File: src/rtl/seq_alu_if.sv
// Operand/result handshake bundle for seq_alu: valid/ready on the operand side and on the result side.
// master = operand fetch / writeback side, slave = the ALU.
interface seq_alu_if #(
   parameter int WIDTH = 32
);
   logic             in_valid;
   logic             in_ready;
   logic [WIDTH-1:0] inA;
   logic [WIDTH-1:0] inB;
   logic [2:0]       op;
   logic             out_valid;
   logic             out_ready;
   logic [WIDTH-1:0] ans;
   logic             zero;
   logic             ovf;

   modport master (
      output in_valid, inA, inB, op, out_ready,
      input  in_ready, out_valid, ans, zero, ovf
   );

   modport slave (
      input  in_valid, inA, inB, op, out_ready,
      output in_ready, out_valid, ans, zero, ovf
   );
endinterface

File: src/rtl/seq_alu.sv
// Multi-cycle ALU with registered result/flags and valid/ready handshakes on both sides.
// Define SEQ_ALU_MUL_EN to build the iterative shift-add multiplier for op 111; otherwise op 111 returns 0.
module seq_alu #(
   parameter int WIDTH = 32
) (
   input logic      clk,
   input logic      reset,
   seq_alu_if.slave bus
);
   localparam int SHW = $clog2(WIDTH);

   localparam logic [2:0] OP_AND = 3'b000;
   localparam logic [2:0] OP_OR  = 3'b001;
   localparam logic [2:0] OP_XOR = 3'b010;
   localparam logic [2:0] OP_ADD = 3'b011;
   localparam logic [2:0] OP_SUB = 3'b100;
   localparam logic [2:0] OP_SLT = 3'b101;
   localparam logic [2:0] OP_SLL = 3'b110;
   localparam logic [2:0] OP_MUL = 3'b111;

   typedef enum logic [1:0] {
      S_IDLE = 2'd0,
      S_DONE = 2'd1
`ifdef SEQ_ALU_MUL_EN
      ,S_MUL = 2'd2
`endif
   } state_t;

   state_t           state_q;
   logic [WIDTH-1:0] ans_q;
   logic             zero_q;
   logic             ovf_q;
   logic             out_valid_q;
   logic             in_ready_q;

   logic [WIDTH-1:0] res_d;
   logic             zero_d;
   logic             ovf_d;
   logic [WIDTH-1:0] sum;
   logic [WIDTH-1:0] diff;

   always_comb begin
      res_d = '0;
      ovf_d = 1'b0;
      sum   = bus.inA + bus.inB;
      diff  = bus.inA - bus.inB;
      case (bus.op)
         OP_AND: res_d = bus.inA & bus.inB;
         OP_OR:  res_d = bus.inA | bus.inB;
         OP_XOR: res_d = bus.inA ^ bus.inB;
         OP_ADD: begin
            res_d = sum;
            ovf_d = (bus.inA[WIDTH-1] == bus.inB[WIDTH-1]) && (sum[WIDTH-1] != bus.inA[WIDTH-1]);
         end
         OP_SUB: begin
            res_d = diff;
            ovf_d = (bus.inA[WIDTH-1] != bus.inB[WIDTH-1]) && (diff[WIDTH-1] != bus.inA[WIDTH-1]);
         end
         OP_SLT: res_d = {{(WIDTH-1){1'b0}}, ($signed(bus.inA) < $signed(bus.inB))};
         OP_SLL: res_d = bus.inA << bus.inB[SHW-1:0];
         default: res_d = '0;   // OP_MUL without the multiplier build
      endcase
      zero_d = (res_d == '0);
   end

`ifdef SEQ_ALU_MUL_EN
   logic [WIDTH-1:0]   a_q;
   logic [WIDTH-1:0]   b_q;
   logic [2*WIDTH-1:0] prod_q;
   logic [2*WIDTH-1:0] prod_d;
   logic [SHW-1:0]     cnt_q;

   // One partial product per cycle, LSB of B first.
   always_comb begin
      prod_d = prod_q + (b_q[cnt_q] ? ({{WIDTH{1'b0}}, a_q} << cnt_q) : '0);
   end
`endif

   always_ff @(posedge clk or posedge reset) begin
      if (reset) begin
         state_q     <= S_IDLE;
         ans_q       <= '0;
         zero_q      <= 1'b0;
         ovf_q       <= 1'b0;
         out_valid_q <= 1'b0;
         in_ready_q  <= 1'b1;
`ifdef SEQ_ALU_MUL_EN
         a_q         <= '0;
         b_q         <= '0;
         prod_q      <= '0;
         cnt_q       <= '0;
`endif
      end else begin
         case (state_q)
            S_IDLE: begin
               if (bus.in_valid) begin
                  in_ready_q <= 1'b0;
`ifdef SEQ_ALU_MUL_EN
                  if (bus.op == OP_MUL) begin
                     a_q     <= bus.inA;
                     b_q     <= bus.inB;
                     prod_q  <= '0;
                     cnt_q   <= '0;
                     state_q <= S_MUL;
                  end else
`endif
                  begin
                     ans_q       <= res_d;
                     zero_q      <= zero_d;
                     ovf_q       <= ovf_d;
                     out_valid_q <= 1'b1;
                     state_q     <= S_DONE;
                  end
               end
            end
`ifdef SEQ_ALU_MUL_EN
            S_MUL: begin
               prod_q <= prod_d;
               cnt_q  <= cnt_q + 1'b1;
               if (cnt_q == SHW'(WIDTH-1)) begin
                  ans_q       <= prod_d[WIDTH-1:0];
                  zero_q      <= (prod_d[WIDTH-1:0] == '0);
                  ovf_q       <= |prod_d[2*WIDTH-1:WIDTH];
                  out_valid_q <= 1'b1;
                  state_q     <= S_DONE;
               end
            end
`endif
            S_DONE: begin
               if (bus.out_ready) begin
                  out_valid_q <= 1'b0;
                  in_ready_q  <= 1'b1;
                  state_q     <= S_IDLE;
               end
            end
            default: state_q <= S_IDLE;
         endcase
      end
   end

   assign bus.ans       = ans_q;
   assign bus.zero      = zero_q;
   assign bus.ovf       = ovf_q;
   assign bus.out_valid = out_valid_q;
   assign bus.in_ready  = in_ready_q;
endmodule

File: src/flat_wrapper.sv
// flat-port wrapper written by rule: the top's interface ports become plain ports
module seq_alu_flat 
#(
   parameter int WIDTH = 32
)
  (clk, reset, bus_in_valid, bus_inA, bus_inB, bus_op, bus_out_ready, bus_in_ready, bus_out_valid, bus_ans, bus_zero, bus_ovf);
  seq_alu_if #(.WIDTH(WIDTH)) bus_i ();
  input logic clk;
  input logic reset;
  input wire logic [$bits(bus_i.in_valid)-1:0] bus_in_valid;
  input wire logic [$bits(bus_i.inA)-1:0] bus_inA;
  input wire logic [$bits(bus_i.inB)-1:0] bus_inB;
  input wire logic [$bits(bus_i.op)-1:0] bus_op;
  input wire logic [$bits(bus_i.out_ready)-1:0] bus_out_ready;
  output wire logic [$bits(bus_i.in_ready)-1:0] bus_in_ready;
  output wire logic [$bits(bus_i.out_valid)-1:0] bus_out_valid;
  output wire logic [$bits(bus_i.ans)-1:0] bus_ans;
  output wire logic [$bits(bus_i.zero)-1:0] bus_zero;
  output wire logic [$bits(bus_i.ovf)-1:0] bus_ovf;
  assign bus_i.in_valid = bus_in_valid;
  assign bus_i.inA = bus_inA;
  assign bus_i.inB = bus_inB;
  assign bus_i.op = bus_op;
  assign bus_i.out_ready = bus_out_ready;
  assign bus_in_ready = bus_i.in_ready;
  assign bus_out_valid = bus_i.out_valid;
  assign bus_ans = bus_i.ans;
  assign bus_zero = bus_i.zero;
  assign bus_ovf = bus_i.ovf;
  seq_alu #(.WIDTH(WIDTH)) u_core (.clk(clk), .reset(reset), .bus(bus_i));
endmodule
File: config.mk
export PLATFORM = sky130hd
export DESIGN_NAME = seq_alu_flat
export DESIGN_NICKNAME = d
export VERILOG_FILES = /design/src/rtl/seq_alu_if.sv /design/src/rtl/seq_alu.sv /design/src/flat_wrapper.sv
export SDC_FILE = /design/constraint.sdc
export NUM_CORES = 1
export LEC_CHECK = 0
export ABC_AREA = 1
export CAP_MARGIN = 20
export CORE_MARGIN = 3
export CORE_UTILIZATION = 52
export DETAILED_ROUTE_END_ITERATION = 16
export GPL_ROUTABILITY_DRIVEN = 1
export GPL_TIMING_DRIVEN = 1
export MAX_ROUTING_LAYER = met4
export PLACE_DENSITY = 0.74
export SYNTH_ARGS = -nofsm -noshare
export SYNTH_HDL_FRONTEND = slang
export SYNTH_SLANG_ARGS = --single-unit
File: constraint.sdc
create_clock -name clk -period 1.85 [get_ports clk]
set_clock_uncertainty 0.15 [all_clocks]
set_input_delay 0.185 -clock clk [delete_from_list [all_inputs] [get_ports clk]]
set_output_delay 0.185 -clock clk [all_outputs]
set_load 0.05 [all_outputs]
==> results of run 1 <==
==> stage by stage <==
stage	cell area, um2	hold WS [ns]
global placement	13780	0.3108
CTS	16200	0.06276
floorplan	9942	0.1437
detailed placement	13780	0.3211
==> synthesized netlist by cell type (19+ instances only) <==
| cell type | count |
|---|---|
| o21ai_0 | 48 |
| dfrtp_1 | 35 |
| nor2_1 | 175 |
| inv_2 | 19 |
| nand2_1 | 589 |
| nand4_1 | 22 |
| o22ai_1 | 26 |
| nand3_1 | 276 |
| buf_4 | 19 |
| a21oi_1 | 77 |
| ha_1 | 103 |
| nand2_2 | 24 |
| inv_1 | 249 |
| buf_2 | 30 |
==> layer usage <==
metal | global-route usage | GRT overflow
met5 | - | -
met4 | 1.180 | 453
met3 | 0.8290 | 65
met2 | 1.564 | 2377
met1 | 0.9179 | 55
==> what timing repair did <==
item / in CTS
endpoints found under the setup margin: 34
pin swaps: 186
hold endpoints to repair: 0
setup buffers: 61
resized for setup: 714
==> logic make-up after synthesis <==
kind of cell               synth area share
and+or+nand+nor                      0.5017
DFF                                 0.09177
buffers and inverters                0.1517
AOI/OAI and AO/OA                    0.1187
adders and majority gates            0.1352
xor gates and xnor gates          0.0008911
==> results.cfg, run 1 <==
[cts]
hold_buffers = 0
cts_buffer_depth = 2
clock-sinks = 36
numCtsBuffers = 5
ctsRootBufferMaster = clkbuf_16
htreeDepth = 2

[place]
dp.cells = 2488
gp_congestion = 1.151
dp_hpwl_mm = 38.91
place_ws_ns = -1.467
io_buffers = 106

[synth]
synthCells = 1833
synth_top_area_frac = 0.2249
synth-edff-count = 0
yosys_warnings = 0
ys_top_cells_by_area = nand2_1 (22%), nand3_1 (14%), ha_1 (13%), inv_1 (9.5%), dfrtp_1 (8.9%)
ys_ff_latch = 36
synthArstFlopShare = 1.000
seq_area_frac_synth = 0.09177
syn_nets = 2009
synth.cell_area_um2 = 9831
ys.flop_type = dfrtp_1
synth_top_area_cell = nand2_1
synth_cell_type_count = 45
syn_avg_cell_area_um2 = 5.363

[run_status]
outcome = did not finish
lastStage = global routing
error = [ERROR GRT-0232] Routing congestion too high. Check the congestion heatmap in the GUI.

[grt]
grt_use_total = 1.123
overflow = 2950
grt_max_degree = 52

[die]
die_y_um = 143.5
pin_count = 107
start_util = 0.5381
die_w_um = 143.5
rows = 49

[timing]
worst-ep-kind = register data pin
worst_endpoint = u_core.bus.zero$_DFFE_PP0P_/D
==> run 2, diff against run 1 <==
--- a/config.mk
+++ b/config.mk
@@ -8,12 +8,11 @@
 export ABC_AREA = 1
 export CAP_MARGIN = 20
 export CORE_MARGIN = 3
-export CORE_UTILIZATION = 52
+export CORE_UTILIZATION = 37
 export DETAILED_ROUTE_END_ITERATION = 16
 export GPL_ROUTABILITY_DRIVEN = 1
 export GPL_TIMING_DRIVEN = 1
-export MAX_ROUTING_LAYER = met4
-export PLACE_DENSITY = 0.74
+export PLACE_DENSITY_LB_ADDON = 0.15
 export SYNTH_ARGS = -nofsm -noshare
 export SYNTH_HDL_FRONTEND = slang
 export SYNTH_SLANG_ARGS = --single-unit
==> results.cfg, run 2 <==
[run_status]
outcome = complete, but fails checks
violations = negative setup slack

[die]
die_area_um2 = 28560
rows = 59
pin_count = 107
core-area_um2 = 26060
start_util = 0.3773
die_w_um = 169
die_y_um = 169

[cts]
cts_buffer_depth = 2
clock-sinks = 36
clock_latency_ns = 0.28
clk_pin_slew_ns = 0.05
ctsRootBufferMaster = clkbuf_16
htreeDepth = 2
cts_tree = built
hold_buffers = 0
numCtsBuffers = 5

[timing]
maxSlewHeadroom = 0.6787
max_freq_ghz = 0.4389
fin_crit_ns = 2.278
final_hold_viol_count = 0
maxSlewViolCount = 0
setup_ws_ns = -0.4284
setup_violations = 28
rsz0062_at_grt = yes
worst_pin_slew_ns = 0.4838
fin_crit_sh = 1.232

[synth]
seq_area_frac_synth = 0.09177
synthCells = 1833
synth_top_area_cell = nand2_1
ys.flop_type = dfrtp_1
synth-edff-count = 0
synth.most_common_cell = nand2_1
synthArstFlopShare = 1.000
yosys_warnings = 0
synth_cell_type_count = 45
syn_nets = 2009
yosys-top-cells-count = nand2_1 (589), nand3_1 (276), inv_1 (249)
ys_ff_latch = 36
synth.cell_area_um2 = 9831
syn_avg_cell_area_um2 = 5.363
synth_top_area_frac = 0.2249
ys_top_cells_by_area = nand2_1 (22%), nand3_1 (14%), ha_1 (13%), inv_1 (9.5%), dfrtp_1 (8.9%)

[job]
max-cap-violations = 0

[finish]
antenna_cells = 0
regArea_um2 = 902.1
multi_input_area_um2 = 10250
layout-drive-gt1-share = 0.5408
final_area_um2 = 18220
finalNetCount = 2565
layout_common_cells = buf_4 (461), nand2_1 (409), nand3_1 (211)
largest_reg_flops = 32
syn_to_final_growth_pct = 85.34
layout_commonest_cell = buf_4
n_fill_cell = 2303
finish.utilization = 0.6992

[setup_path]
end_kind = flop
worstPathArrival_ns = 2.35
rr_startpoint = u_core.state_q[0]
critPathMaxFanout = 4
worstSetupPathType = in -> reg
required_ns = 1.92
rr_worst_depth = 11
startpoint_type = input pin
crit_start = bus_inA[0]

[worst_hold_path]
hold_class = in -> async

[routing]
finalWirelength_mm = 54.60
ant_nets = 0
wl_per_cell_um = 20.04
routed_via_density = 5.428
dr.pass1.iters = 6
remaining_drc_errors = 0
vias = 14790
drt_iter0_drc = 1253

[grt]
grt_use_total = 0.3603
overflow = 0
grt_max_degree = 52
antenna_found_initial = 0
grt_pass1_wl_mm = 79.63
grt_pass1_vias = 14090

[power]
total_power_mw = 8.719
ir_drop_uv = 946.3
power.density_nw_per_um2 = 478.6
p_leak_nw = 9.250

[place]
gp_congestion = 1.056
io_buffers = 106
post_dp_cell_area_um2 = 14030
dp_hpwl_mm = 43.06
[run 2: cell counts after synthesis]
Identical to the previous run, type by type.
[run 2: cell type report]
cell class                 instances  area share
clock buffer                       7    0.008378
sequential                        36     0.04951
timing repair buffer             624      0.2941
multi-input combinational       1449      0.5628
tap                              335     0.02301
inverter                         273     0.06222
[run 2: final timing paths]
| check | slack (ns) | endpoint |
|---|---|---|
| hold reg to reg | 0.32 | u_core.bus.ans[26] |
| min in group clk | 0.32 | u_core.bus.ans[26] |
| setup reg to reg | 0.07 | u_core.bus.zero |
| hold / removal | 0.09 | u_core.bus.ovf |
| setup / recovery | -0.43 | u_core.bus.zero |
| max in group asynchronous | 1.20 | u_core.bus.in_ready |
[run 2: critical path, stage by stage]
cell,delay [ns]
buf_12,0.09
inv_6,0.03
ha_4,0.15
fa_2,0.38
inv_2,0.08
buf_4,0.10
nand3_2,0.08
nand2_4,0.13
nand2_2,0.05
nand2_1,0.05
nor2_1,0.04
nor2_2,0.12
nand3_2,0.15
nor3_2,0.25
nand3_2,0.10
nor2_2,0.10
nand2_1,0.06
nor2_1,0.08
nand2_1,0.06
nand2_1,0.05
[run 2: cells by family after synthesis]
| family | Yosys count | share of synthesized area |
|---|---|---|
| compound gates | 205 | 0.1187 |
| flops | 36 | 0.09177 |
| xor+xnor | 1 | 0.0008911 |
| simple gates | 1138 | 0.5017 |
| fa+ha+maj | 105 | 0.1352 |
| buf+inv | 348 | 0.1517 |
[run 2: per-layer routing]
metal,up-vias,routed length (um),track usage
met4,0,2562,0.1373
met2,723,24180,0.5781
met1,6948,22890,0.4938
li1,6972,-,-
met3,143,4962,0.04577
met5,-,0,0
[run 2: timing repair]
item	CTS	global route
cloned	0	1
setup endpoints to repair	35	31
setup buffers	74	36
pin swaps	216	135
gates resized for setup	878	333
[run 2: power breakdown]
part / switching (mW) / internal, mW / total [mW] / leakage [nW]
sequential: 0.0948 / 0.968 / 1.06 / 0.459
clock: 0.301 / 0.564 / 0.866 / 0.0760
combinational: 3.97 / 2.83 / 6.79 / 8.72
total: 4.36 / 4.36 / 8.72 / 9.25
[run 2: per-stage QoR]
stage / worst slack, ns / hold slack, ns / setup TNS (ns) / cells
final: -0.4284 / 0.09430 / -5.699 / 2724
after global placement: -1.490 / 0.3150 / -36.79 / 2611
after CTS: -0.4006 / 0.1048 / -4.570 / 2691
after detailed placement: -1.478 / 0.3164 / -37.04 / 2611
after floorplan: -0.3774 / 0.1437 / -3.047 / 1833
after global routing: -0.5445 / 0.1250 / -8.469 / 2724
Power figures use the tool's default switching activity.
